<file path="src/rtl/shift_pkg.sv">
// Shared encodings and defaults for the shift sequencer and its shift unit.
// Direction codes match the control-side command format.
package shift_pkg;

   localparam int SHIFT_WIDTH = 8;
   localparam int SHIFT_CNT_W = 3;

   localparam logic [1:0] DIR_PASS  = 2'b00;
   localparam logic [1:0] DIR_LEFT  = 2'b01;
   localparam logic [1:0] DIR_RIGHT = 2'b10;
   localparam logic [1:0] DIR_BAD   = 2'b11;

   typedef enum logic [1:0] {
      IDLE  = 2'd0,
      PASS  = 2'd1,
      SHIFT = 2'd2,
      DONE  = 2'd3
   } state_t;

endpackage

</file>
<file path="src/rtl/shift_seq.sv">
// Sequencer driving the combinational shift unit: one rotate step per clock, result in dout.
// Latency: N+1 cycles start-to-done for N rotate steps, 2 for pass, 1 for an illegal direction.
module shift_seq
   import shift_pkg::*;
#(
   parameter int WIDTH = SHIFT_WIDTH,
   parameter int CNT_W = SHIFT_CNT_W
) (
   input  logic             clk,
   input  logic             rst,
   input  logic             start,
   input  logic [1:0]       dir,
   input  logic [CNT_W-1:0] count,
   input  logic [WIDTH-1:0] din,
   output logic             busy,
   output logic             done,
   output logic             err,
   output logic [WIDTH-1:0] dout,
   output logic             cf_out,
   output logic             fbus,
   output logic             flbus,
   output logic             frbus,
   output logic [WIDTH-1:0] a,
   input  logic [WIDTH-1:0] w,
   input  logic             cf
);

   state_t           state;
   logic [1:0]       mode;
   logic [CNT_W-1:0] cnt;

   // The shift unit always operates on the working register.
   assign a = dout;

   always_ff @(posedge clk or posedge rst) begin
      if (rst) begin
         state  <= IDLE;
         mode   <= DIR_PASS;
         cnt    <= '0;
         dout   <= '0;
         cf_out <= 1'b0;
         busy   <= 1'b0;
         done   <= 1'b0;
         err    <= 1'b0;
         fbus   <= 1'b0;
         flbus  <= 1'b0;
         frbus  <= 1'b0;
      end else begin
         busy  <= 1'b0;
         done  <= 1'b0;
         err   <= 1'b0;
         fbus  <= 1'b0;
         flbus <= 1'b0;
         frbus <= 1'b0;
         case (state)
            IDLE: begin
               if (start) begin
                  dout   <= din;
                  mode   <= dir;
                  cnt    <= count;
                  cf_out <= 1'b0;
                  if (dir == DIR_BAD) begin
                     state <= DONE;
                     done  <= 1'b1;
                     err   <= 1'b1;
                  end else if (dir == DIR_PASS || count == '0) begin
                     state <= PASS;
                     busy  <= 1'b1;
                     fbus  <= 1'b1;
                  end else begin
                     state <= SHIFT;
                     busy  <= 1'b1;
                     flbus <= (dir == DIR_LEFT);
                     frbus <= (dir == DIR_RIGHT);
                  end
               end
            end
            PASS: begin
               dout   <= w;
               cf_out <= 1'b0;
               state  <= DONE;
               done   <= 1'b1;
               err    <= (mode == DIR_BAD);
            end
            SHIFT: begin
               dout   <= w;
               cf_out <= cf;
               cnt    <= cnt - 1'b1;
               // cnt==1 means this edge captures the final step.
               if (cnt == {{(CNT_W-1){1'b0}}, 1'b1}) begin
                  state <= DONE;
                  done  <= 1'b1;
                  err   <= (mode == DIR_BAD);
               end else begin
                  busy  <= 1'b1;
                  flbus <= (mode == DIR_LEFT);
                  frbus <= (mode == DIR_RIGHT);
               end
            end
            DONE: begin
               state <= IDLE;
            end
            default: begin
               state <= IDLE;
            end
         endcase
      end
   end

endmodule
</file>
<file path="config.mk">
export PLATFORM = sky130hd
export DESIGN_NAME = shift_seq
export DESIGN_NICKNAME = d
export VERILOG_FILES = /design/src/rtl/shift_pkg.sv /design/src/rtl/shift_seq.sv
export SDC_FILE = /design/constraint.sdc
export NUM_CORES = 1
export LEC_CHECK = 0
export CAP_MARGIN = 30
export CORE_AREA = 8 8 61 63
export CTS_BUF_LIST = sky130_fd_sc_hd__clkbuf_4 sky130_fd_sc_hd__clkbuf_8 sky130_fd_sc_hd__clkbuf_16
export DETAILED_ROUTE_END_ITERATION = 16
export DIE_AREA = 0 0 69 71
export GPL_TIMING_DRIVEN = 0
export HOLD_SLACK_MARGIN = 0.02
export PLACE_DENSITY = 0.87
export RECOVER_POWER = 50
export SLEW_MARGIN = 20
export SYNTH_ARGS = -nofsm -noshare
export SYNTH_HDL_FRONTEND = slang
export SYNTH_SLANG_ARGS = --single-unit
</file>
<file path="constraint.sdc">
create_clock -name clk -period 3.7 [get_ports clk]
set_input_delay 0.555 -clock clk [delete_from_list [all_inputs] [get_ports clk]]
set_output_delay 0.555 -clock clk [all_outputs]
set_load 0.005 [all_outputs]
</file>
# Yosys cells after proc, flatten, opt, wreduce, memory -nomap -nowiden
# Index checks and enable logic that the tools add are counted.
totals:
  regBits: 22
  input_bits: 25
  word_cells: 72
op_classes:
  addsub: 1
  n_mux: 35
  n_eq_ne: 12
  n_reduce_logical: 13
op_table:
  columns: ["operator", "count"]
  rows:
  - ["1-bit two-way mux", 20]
  - ["8-bit one-hot mux with 2 select lines", 1]
  - ["2-bit == test, second input constant", 6]
  - ["2-bit AND reduction", 5]
  - ["1-bit one-hot mux with 3 select lines", 3]
  - ["2-bit two-way mux", 4]
  - ["8-bit two-way mux", 1]
  - ["2-bit one-hot mux with 4 select lines", 1]
  - ["2-bit by 1-bit == test with 1-bit output, second input constant", 3]
  - ["1-bit one-hot mux with 2 select lines", 3]
  - ["3-bit one-hot mux with 2 select lines", 1]
  - ["2-bit zero test", 2]
  - ["2-bit != test, second input constant", 2]
  - ["2-bit nonzero test", 2]
  - ["3-bit by 1-bit == test with 1-bit output, second input constant", 1]
  - ["3-bit zero test", 1]
  - ["3-bit two-way mux", 1]
  - ["3-bit nonzero test", 1]
  - ["3-bit by 1-bit subtractor with 3-bit output, second input constant", 1]
  - ["2-bit OR reduction", 1]
  - ["1-bit logical OR", 1]

# Logic depth before layout (Yosys ltp)
# Gate-level depths: netlist (run 1).
depth:
  depth_word: 6
  ltp_mapped: 6

# Worst setup path before layout (run 1)
# OpenSTA, ideal clock, no wires.
synth_path:
  path_type: "reg-to-reg"
  from: "register state[1]"
  to: "register cnt[2]"
  path_slack_ps: 2267
  stages_incl_launch_ff: 7
  required_ps: 3571
  t_arrival_ps: 1303
  path_cell_list: "dfrtp_1 inv_1 ha_1 buf_2 mux2_2 o32ai_1 a21oi_1"
synth_via:
  elab_chain_len: 3
synth_rtl:
  columns: ["element", "line_no", "source"]
  rows:
  - ["start, declared", "shift_seq.sv:28", "state_t state;"]
  - ["start signal, assigned", "shift_seq.sv:37", "state <= IDLE;"]
  - ["start signal, assigned", "shift_seq.sv:63", "state <= DONE;"]
  - ["start signal, assigned", "shift_seq.sv:67", "state <= PASS;"]
  - ["2-bit == test / 2-bit zero test (equally long branches)", "shift_seq.sv:55", "case (state)"]
  - ["2-bit nonzero test (no source line) / 2-bit != test (equally long branches)", null, null]
  - ["2-bit AND reduction (no source line)", null, null]
  - ["end signal, assigned", "shift_seq.sv:60", "cnt <= count;"]
  - ["end signal, assigned", "shift_seq.sv:88", "cnt <= cnt - 1'b1;"]
  - ["end, declared", "shift_seq.sv:30", "logic [CNT_W-1:0] cnt;"]
# Several ways; a longest one is shown, not always the timed one.
# A chain may end at the register's enable or synchronous reset.

# Final worst setup path (run 1)
layout_path:
  from: "register dout[4], in the netlist a[4]"
  to: "output port dout[4]"
layout_lines:
  columns: ["element", "line_no", "source"]
  rows:
  - ["start, declared", "shift_seq.sv:18", "output logic [WIDTH-1:0] dout,"]
  - ["start signal, assigned", "shift_seq.sv:58", "dout <= din;"]
  - ["start signal, assigned", "shift_seq.sv:79", "dout <= w;"]
  - ["start signal, assigned", "shift_seq.sv:86", "dout <= w;"]
# No word-level cell between the ends.

==> results of run 1 <==
## logic make-up (layout without fill, tap and decap cells)
group / Yosys count / after routing
AOI/OAI and AO/OA: 41 / 41
buffers and inverters: 24 / 73
DFF: 22 / 22
and+or+nand+nor: 22 / 22
muxes: 9 / 9
adders and majority gates: 6 / 6
xor gates and xnor gates: 1 / 1
## layout by cell type (no fill, tap or decap), types with 5 or more instances in the layout
cell type,netlist,layout
nand2_1,8,8
ha_1,6,6
dfrtp_1,22,22
mux2i_1,8,8
buf_4,9,9
inv_1,8,8
clkdlybuf4s50_1,0,44
a21oi_1,5,5
o21ai_0,20,20
## registers in the layout (all words and copies together) (netlist names), 2 cells and up
name,count
mode,2
a,8
state,2
cnt,3
## power by group
part / internal, mW / switching [mW] / total (mW)
sequential: 0.349 / 0.0791 / 0.428
combinational: 0.463 / 0.365 / 0.828
clock: 0.0601 / 0.0679 / 0.128
## critical path: cells and delay by family, from the launching register on
family	cells	cell delay (ns)
buffers and inverters	2	0.63
flip-flops	1	0.40
## synthesized netlist by cell type, types with 2 or more instances
library cell,count,share of area (%)
dfrtp_1,22,44
o21ai_0,20,8.0
buf_4,9,5.4
inv_1,8,2.4
mux2i_1,8,6.4
nand2_1,8,2.4
ha_1,6,6.0
a21oi_1,5,2.0
buf_2,4,1.6
a211oi_1,3,1.8
nor3_1,3,1.2
clkbuf_1,2,0.60
nand2b_1,2,0.99
nand3_1,2,0.80
o32ai_1,2,1.4
## metrics by stage
stage / total power [mW] / util (%)
after CTS: 1.41 / 62.6
final: 1.38 / 62.3
after global routing: 1.49 / 62.3
after global placement: 1.24 / 61.4
after floorplan: 0.904 / -
after detailed placement: 1.28 / 61.4
## path summary, 6_finish.rpt
path | cells after the start | from | slack, ns | endpoint
min in group asynchronous | 2 | rst | 0.82 | a[7]
worst max register to register | 6 | state[1] | 1.85 | state[0]
worst max-delay path | 2 | a[4] | 1.81 | dout[4]
worst min register to register | 1 | cnt[1] | 0.53 | cnt[1]
worst min-delay path | 1 | cnt[1] | 0.53 | cnt[1]
max in group asynchronous | 2 | rst | 2.39 | state[1]
## cell type report
type	count	area [sq um]
tap	33	41.3
clock buffer	4	36.3
buffer	16	105
multi-input combinational	79	564
sequential	22	551
inverter	8	30.0
timing repair buffer	45	450
fill	263	1070
## layer usage
layer / vias to the layer above / GRT usage [%]
met5: - / 0
met4: 0 / 4.56
met3: 11 / 5.73
met2: 50 / 21.9
met1: 510 / 13.0
li1: 537 / -
==> out/summary.md, run 1 <==
For this block, wires on met1 add up to 1280 um. Buffers placed on the I/O ports in this run total 45. The worst pin sits at a relative slew slack of 47.2%.

Compared with the post-synthesis result, the final layout area differs by 41.3%. In this run the worst hold path is classified as flop to flop. Of all nets on the critical path, the largest fanout is 3. The worst path needs 1.89 ns of the cycle, external delays included. Setup violations remaining at the end of the flow were counted as 0.

The logs give 0.775 for the weighted congestion reported at the end of routability-driven placement and 0 for the initial antenna violation count. The total DRC errors in the routed layout came out at 0. Leaving out filler cells and counting taps, the final layout contains 207.

The post-detailed-placement cell area was 1750 sq um; the die area was 4900 sq um. Including well taps, the total number of placed cells is 203. The setup path with the least slack is of type flop to output pin.

For this run the aggregate overflow at the end of global routing stands at 0. The critical-path cell with the highest stage delay was clkdlybuf4s50_1. Wire length of the first global-routing pass: 5260 um. The clock arrives with 0.00512 ns of skew.

In this run the power density over the cells is 779 nW/um^2. After layout, the worst setup slack is 1.81 ns. The leakage power figure came out at 0.801 nW.

The net count of the finished layout is 206. The count of final hold-check violations is 0, and the aggregate global-route resource usage is 12.6%. For this run, the detailed router's first-pass iteration total came to 5.

The logs give 3170 um for the detailed-route wire length and 1.33 ns for the endpoint arrival time on the critical path. Post-synthesis cell area: 1260 sq um. The synthesized flop and latch total was 22; the post-route cell area was 1780 sq um. Once detail routing completed, the nets flagged for antenna violations numbered 0.

The first routing iteration left 18 violations. At the worst endpoint, the required time is 3.14 ns. The half-perimeter wire length after detailed placement came out at 2630 um. The multiplexer share of the synthesized area came out at 7.26%. Maximum ir drop on the vdd rail: 480 uV.

In the synthesized netlist, the number of instances is 125. The final critical path takes up 51.0% of the cycle. The post-placement setup slack came out at 1.77 ns. At the pin with the least slew margin, the transition time is 0.790 ns.

The tools report the via count of the first global-routing pass as 1162. The clock insertion delay at the later pin of the skew report came out at 0.30 ns. The height of the die came out at 71 um. In the detailed route, the total length drawn on met3 is 266 um. The adder-cell area share of the yosys netlist came out at 5.96%. The most used flip-flop cell after synthesis is dfrtp_1.

Summed over all nets, wire length on met2 after detailed routing comes to 1570 um. The simple-gate area share of the yosys netlist was 9.54%. The launching element type of the critical path was a flop.

The clock tree root buffer cell was clkbuf_4. Traced cell by cell, the critical path runs through buf_4 > clkdlybuf4s50_1. The Yosys warning count was 0; the share of final-layout standard cells stronger than drive strength 1 was 13.2%. The synthesized netlist devotes 22.0% of its cell area to compound gates.

Entering global routing, the biggest net connects 23 pins. By area, the combinational part of the netlist is dominated by compound AO/OA/AOI/OAI gates. The delay of the slowest cell on the worst path is 0.50 ns, and the number of distinct standard cells referenced by the synthesized netlist is 36. The post-CTS setup buffer count came out at 0.

The synthesized design contains 0 enable-type register cells. Element type at the critical path end: an output pin. For this design the top-level I/O count stands at 48. Clock-pin slew was measured on the worst setup and hold paths at 0.11 ns.

The die boundary width was 69 um. The starting utilization of the core area is 44.1%. The number of nets in the synthesized netlist is 156. After detailed routing, the average wire length per cell comes to 15.3 um. TritonCTS built the clock tree. For this design, the sink count on the clock tree is 22. The tightest hold path in the finished design has a slack of 0.533 ns.

Setup repair after global routing left no endpoint under its margin. The share of synthesized flip-flops with an asynchronous set or reset was 100%; the number of H-tree levels was 1. The average instance in the mapped netlist occupies 10.1 sq um. The clock passes through at most 2 buffers. The synthesized netlist devotes 0.696% of its cell area to XOR and XNOR gates.

The flow ran to the end, and the final reports show no timing, DRC or antenna violations. The repair_antennas step left the layout with diodes totalling 0. Detailed routing inserted a total of 1108 vias. Based on the critical path, the design can be clocked at up to 530 MHz. In this run, CTS created clock tree buffers numbering 3. The core outline area is 2850 sq um, and the proportion of synthesized chip area in sequential cells is 43.7%. For the final-report max-slew violation count, the log shows 0.

Using the TritonRoute via totals, the vias-per-cell ratio works out to 5.35. The total of max-cap violations is 0. After floorplanning, the core was divided into 20 placement rows. The tools report the accumulated negative setup slack as 0 ns. After clock tree synthesis, the flow added hold-fix buffers numbering 0.

The highest layer touched by signal routing is met4. In this run, post-CTS repair resized a total of 0 instances.
Power figures use the tool's default switching activity.
==> run 2: changes to the inputs <==
Settings changed: CORE_AREA 8 8 61 63 to 8 8 66 68, DIE_AREA 0 0 69 71 to 0 0 74 76, PLACE_DENSITY 0.87 to 0.78.
Clock period 3.7 ns to 1.7 ns, I/O delays scaled along.
==> run 2 against run 1 <==
Against the previous run: die area grew 15%; register-to-register slack worse by 1.7 ns; sequential power is 110% higher; cell count grew 7.2%; core utilization shrank 9.1 points; via count increased by 1.5%; sequential cell count is the same.
==> out/summary.md, run 2 (synthesized netlist as in run 1, its figures left out) <==
The run finished with clean final reports. For this run, the slowest stage of the critical path takes 0.43 ns. For this design the static power due to leakage is 0.837 nW. The fraction of power spent switching nets was 35.4%; the power density over the cells was 1710 nW/um^2.

The average routed wire per standard cell was 14.5 um. The routed via count divided by cell count was 5.07; the total grt overflow was 0. Endpoint arrival time on the critical path: 1.76 ns.

The first global-routing pass estimated 5330 um of wire. Counting instances, the worst hold path has a depth of 3. The worst register-to-register path has a depth of 6. Setup repair after global routing left no endpoint under its margin. The library cells used most frequently in the layout, excluding fill and tap cells, are clkdlybuf4s50_1 (38), dfrtp_1 (22), o21ai_0 (20), buf_4 (9).

The count of nets left with antenna violations once routing finished came out at 0. For this run, the total global-route usage over all layers was measured as 11.8%. The tool flagged a number of max-cap violations equal to 0. The clock tree root buffer cell was clkbuf_4. The number of buffers inserted by port buffering came out at 45. The boundary pin count is 48. The final layout contains routed wiring with a total length of 3230 um. Including well taps, the total number of placed cells is 218. The clock share of power is 12.6%, and the portion of total power attributed to combinational logic is 58.0%. The repair_antennas step left the layout with diodes totalling 0. After routing the design area is 1830 sq um. Leaving out fill and tap cells, the most frequent cell in the layout is clkdlybuf4s50_1. After clock tree synthesis, the clock-pin slew on the worst setup and hold paths is 0.12 ns. The critical path starts at state[1]. For the weighted congestion reported at the end of routability-driven placement, the log shows 0.832.

The final-report max-slew violation count came out at 0. Cells with a size suffix above 1 make up 16.1% of the layout. The logs give 45.6% for the normalized max-slew margin and 206 for the total number of nets in the final design. After clock tree synthesis, the setup repair step added 0 buffers. For the placement row count, the log shows 22.

The accumulated negative setup slack was 0 ns. The worst setup path is captured at a flop. The layout overhead on the synthesized area came out at 45.6%. Summing over every cut layer, the via total after detailed routing is 1125.

The slew at the pin closest to its max-slew limit was 0.815 ns. The initial antenna violation count is 0. Among all stages on the critical path, the largest delay is contributed by dfrtp_1. Half-perimeter wire length after detailed placement: 2680 um. Of all nets on the critical path, the largest fanout is 10.

The die covers 5620 sq um. TritonCTS built the clock tree. The via count of the first global-routing pass is 1143, and the starting utilization of the core area is 36.6%. Internal power comes to 2.02 mW.

Across the VDD grid, the largest voltage drop is 630 uV. The critical path goes through inv_1 > ha_1 > clkbuf_4 > mux2_2 > o32ai_2 > a21oi_1. The worst hold path class was input port to flop. Required arrival time at the worst endpoint: 1.89 ns. The pre-antenna-repair detailed-routing pass consisted of 4 iterations. After filler insertion, the fill cell instance count of the layout stands at 317.

The power share of the sequential group is 29.4%. The count of final hold-check violations was 0. The number of buffers created by CTS is 3, and the final number of setup-violating endpoints is 0.

The register with the most flip-flops in the layout has 8 of them. The run gives 2 as the clock tree buffer depth. Between clock sinks in the finished design, the worst skew comes to 0.00456 ns. The setup check on the worst reg-to-reg path leaves a slack of 0.13 ns. The analysis attributes to net switching a power of 1.11 mW.

The total DRC errors in the routed layout is 0. The number of H-tree levels came out at 1. The minimum period implied by the final worst setup slack works out to 1.57 ns. STA classifies the critical path startpoint as a flop. The startpoint identified for the worst register-to-register timing path is state[1]. The pin count of the biggest net entering global routing was 23; the height of the die was 76 um.

The run gives 222 as the non-filler instance count after layout. The number of violations reported at the end of detailed-routing iteration 0 is 55, and the clock insertion delay at the later pin of the skew report is 0.30 ns. The number of sinks on the clock net is 22.

The tools report the critical hold path startpoint as dir[0]. The die boundary width is 74 um, and the highest attainable clock frequency is 637 MHz. The floorplan step defined a core boundary enclosing 3440 sq um. Once placement finished, the instance area stood at 1770 sq um.

The worst path uses 92.3% of the clock period. The type of the worst setup path is flop to flop.
-- run 2: cell type report --
class	instances	area [sq um]	area share [%]
tap	48	60.1	3.28
clock inverter	1	30.0	1.64
timing repair buffer	45	450	24.6
inverter	8	30.0	1.64
clock buffer	3	22.5	1.23
sequential	22	551	30.0
buffer	16	110	6.01
multi-input combinational	79	579	31.6
-- run 2: repair_timing --
item	in CTS	in global routing
gates resized for setup	0	6
setup endpoints to repair	0	12
hold buffers	0	0
-- run 2: per-stage QoR --
| step | util [%] | total power [mW] | setup WS (ns) | hold slack (ns) |
|---|---|---|---|---|
| after global routing | 53.3 | 3.39 | 0.0243 | 0.249 |
| after detailed placement | 51.4 | 2.77 | 0.0780 | 0.517 |
| after floorplan | - | 1.97 | 0.267 | 0.244 |
| after CTS | 52.9 | 3.17 | 0.0452 | 0.241 |
| final | 53.3 | 3.13 | 0.131 | 0.243 |
| after global placement | 51.4 | 2.69 | 0.129 | 0.499 |
-- run 2: worst max-delay path, delay by kind of cell (launching register included) --
kind	cells	cell delay, ns
adders and majority gates	1	0.18
muxes	1	0.35
AOI/OAI and AO/OA	2	0.18
buffers and inverters	2	0.32
DFF	1	0.43
-- run 2: worst paths after layout --
path                           to
max in group asynchronous  cnt[2]
max                        cnt[2]
min                          busy
max reg2reg                cnt[2]
min in group asynchronous    a[7]
min reg2reg                 flbus
-- run 2: power by group through the flow --
| stage | combinational (mW) | clock, mW | sequential, mW |
|---|---|---|---|
| after floorplan | 1.05 | 0 | 0.915 |
| after global placement | 1.78 | 0 | 0.915 |
| after detailed placement | 1.84 | 0 | 0.937 |
| after CTS | 1.85 | 0.400 | 0.923 |
| after global routing | 2.01 | 0.420 | 0.956 |
| final | 1.81 | 0.393 | 0.920 |
-- run 2: routing by layer --
layer  vias up  GRT usage [%]  routed length, um
met2        43           19.9               1640
met5         -              0                  0
li1        540              -                  -
met1       538           13.0               1280
met3         4           3.55                262
met4         0           4.80                 42
==> run 3: changes to the inputs <==
Settings changed: PLACE_DENSITY 0.78 to 0.74.
==> run 3 against run 2 <==
Against the previous run: first-iteration DRC count fell by 15%; register-to-register slack hardly changed; combinational power is essentially flat; critical path type unchanged; via count fell by 2.8%; highest routed layer unchanged.
==> out/summary.md, run 3 (synthesized netlist as in run 1, its figures left out) <==
The run finished with clean final reports. The initial antenna violation count is 0. Net switching is 35.9% of the power.

The weighted congestion reported at the end of routability-driven placement was 0.823. For this run, the post-layout net count is 207. Data arrives at the worst endpoint at 1.78 ns. The most numerous cell type found on the critical path is a211oi_1. The run gives 0.835 nW as the leakage power figure. The delay of the slowest cell on the worst path works out to 0.40 ns. For this run the aggregate overflow at the end of global routing stands at 0. After clock tree synthesis, the clock-pin slew on the worst setup and hold paths is 0.13 ns.

The logs give 3 for the number of buffers created by CTS and 2 for the clock tree buffer depth. Maximum fanout along the worst path: 9. Buffers inserted to repair hold after CTS numbered 0. Wires add up to 3230 um.

The half-perimeter wire length after detailed placement was 2550 um; the number of buffers inserted by port buffering was 45. In the finished design, the share of the clock period the worst path needs comes to 93.1%. Number of violations reported at the end of detailed-routing iteration 0: 47.

The most frequent standard cell in the layout excluding fill and tap cells was clkdlybuf4s50_1. The worst setup path is launched from a flop. The tools report the element type at the critical path end as a flop. The power density over the cells was 1720 nW/um^2; the final core utilization was 53.2%. The logs give 0 for the number of routed nets with antenna violations and 36.6% for the starting utilization of the core area.

Global routing consumed, over all layers together, 12.0% of the routing resources. The required arrival time at the worst endpoint was 1.90 ns. Setup repair after global routing left no endpoint under its margin.

At the pin with the least slew margin, the transition time is 0.804 ns. The cell count of the worst hold path is 3, and the flip-flop count of the largest register after layout is 8. The highest attainable clock frequency came out at 632 MHz. The worst setup path is of the flop to flop kind. Relative to the synthesized area, the layout overhead comes to 45.3%. The height of the die was 76 um. IR analysis of the VDD net gives a maximum drop of 496 uV. Of the total power, registers draw 29.2%. Summing internal, switching and leakage power gives 3.14 mW. Normalized max-slew margin: 46.4%. The detailed-routing iteration count for the pre-antenna-repair pass came out at 4.

The minimum period implied by the final worst setup slack was 1.58 ns. In this run, the clock network consumes 12.7% of the power. For the number of H-tree levels, the log shows 1. Across the run, the number of max-cap violations was 0.

TritonCTS built the clock tree. The logs give 0 for the final-report max-slew violation count and 0 for the number of antenna cells inserted. The internal portion of the total power is 2.01 mW.

After detailed routing, the number of remaining DRC violations is 0. The path class of the tightest hold or removal check is input port to flop. Setup total negative slack on the finished layout was measured at 0 ns.

Using the TritonRoute via totals, the vias-per-cell ratio works out to 4.91. The portion of total power attributed to combinational logic was 58.1%; the routed via count was 1094. In the layout the commonest cells are clkdlybuf4s50_1 (38), dfrtp_1 (22), o21ai_0 (20), buf_4 (10). The clock reaches the later pin of the worst-skew pair after 0.31 ns. The pin count of the biggest net entering global routing was 23; the count of final hold-check violations was 0. Among all stages on the critical path, the largest delay is contributed by dfrtp_1. Of the cells placed in the final design, the portion with a size suffix greater than 1 is 15.4%. The die is 74 um wide. Summed over all nets, the switching power comes to 1.13 mW. The placement row count was 22. The run gives 0.00840 ns as the final clock skew. The die area came out at 5620 sq um. Clock tree synthesis selected as its root buffer the cell clkbuf_4. The number of sinks on the clock net is 22, and the average routed wire per standard cell is 14.5 um. The tools report the via count of the first global-routing pass as 1153. The number of fill cells is 305, and the core outline area is 3440 sq um.

Wire length of the first global-routing pass: 5390 um. The signal on the critical path passes through inv_1 > ha_1 > buf_2 > a211oi_1 > a211oi_1. 48 I/O pins were placed.

The depth of the worst register-to-register path was 5; the final number of setup-violating endpoints was 0.
-- run 3: power groups by stage --
stage,Combinational [mW],Clock [mW],Sequential [mW]
6_report,1.82,0.399,0.918
5_1_grt,2.00,0.439,0.957
4_1_cts,1.86,0.412,0.919
3_5_place_dp,1.85,0,0.930
3_3_place_gp,1.78,0,0.914
2_1_floorplan,1.05,0,0.915
-- run 3: worst max-delay path, delay by kind of cell (launching register included) --
family | cells | cell delay, ns
compound gates | 2 | 0.48
flops | 1 | 0.40
buf+inv | 2 | 0.29
fa+ha+maj | 1 | 0.29
-- run 3: path summary, 6_finish.rpt --
| kind | slack, ns | end | startpoint |
|---|---|---|---|
| max in group asynchronous | 0.39 | cnt[0] | rst |
| setup / recovery | 0.12 | state[0] | state[0] |
| hold / removal | 0.22 | busy | dir[0] |
| min in group asynchronous | 0.29 | a[3] | rst |
| hold reg to reg | 0.52 | cf_out | cf_out |
| setup reg to reg | 0.12 | state[0] | state[0] |
-- run 3: cell type report --
type / count / area (sq um) / share of cell area (%)
clock inverter: 1 / 30.0 / 1.64
multi-input combinational: 79 / 572 / 31.3
clock buffer: 3 / 22.5 / 1.23
buffer: 16 / 110 / 6.02
timing repair buffer: 46 / 454 / 24.8
sequential: 22 / 551 / 30.1
tap: 48 / 60.1 / 3.28
inverter: 8 / 30.0 / 1.64
-- run 3: per-layer routing --
layer	global-route usage [%]	part of all wire, %	wire [um]	up-vias
met5	0	0	0	-
met1	13.0	42	1340	515
li1	-	-	-	537
met2	19.7	47	1510	38
met4	6.00	2.0	65	0
met3	4.08	9.7	314	4
-- run 3: stage by stage --
| stage | hold WS, ns | instances | setup WS [ns] | area, sq um |
|---|---|---|---|---|
| floorplan | 0.244 | 125 | 0.267 | 1260 |
| global placement | 0.499 | 218 | 0.133 | 1770 |
| detailed placement | 0.507 | 218 | 0.0759 | 1770 |
| CTS | 0.216 | 222 | 0.0723 | 1820 |
| global route | 0.223 | 223 | 0.00797 | 1830 |
| finish | 0.222 | 223 | 0.117 | 1830 |
-- run 3: timing repair --
action                                  4_1_cts  5_1_grt
gates resized for setup                       0        5
endpoints found under the setup margin        0        9
setup buffers                                 0        0
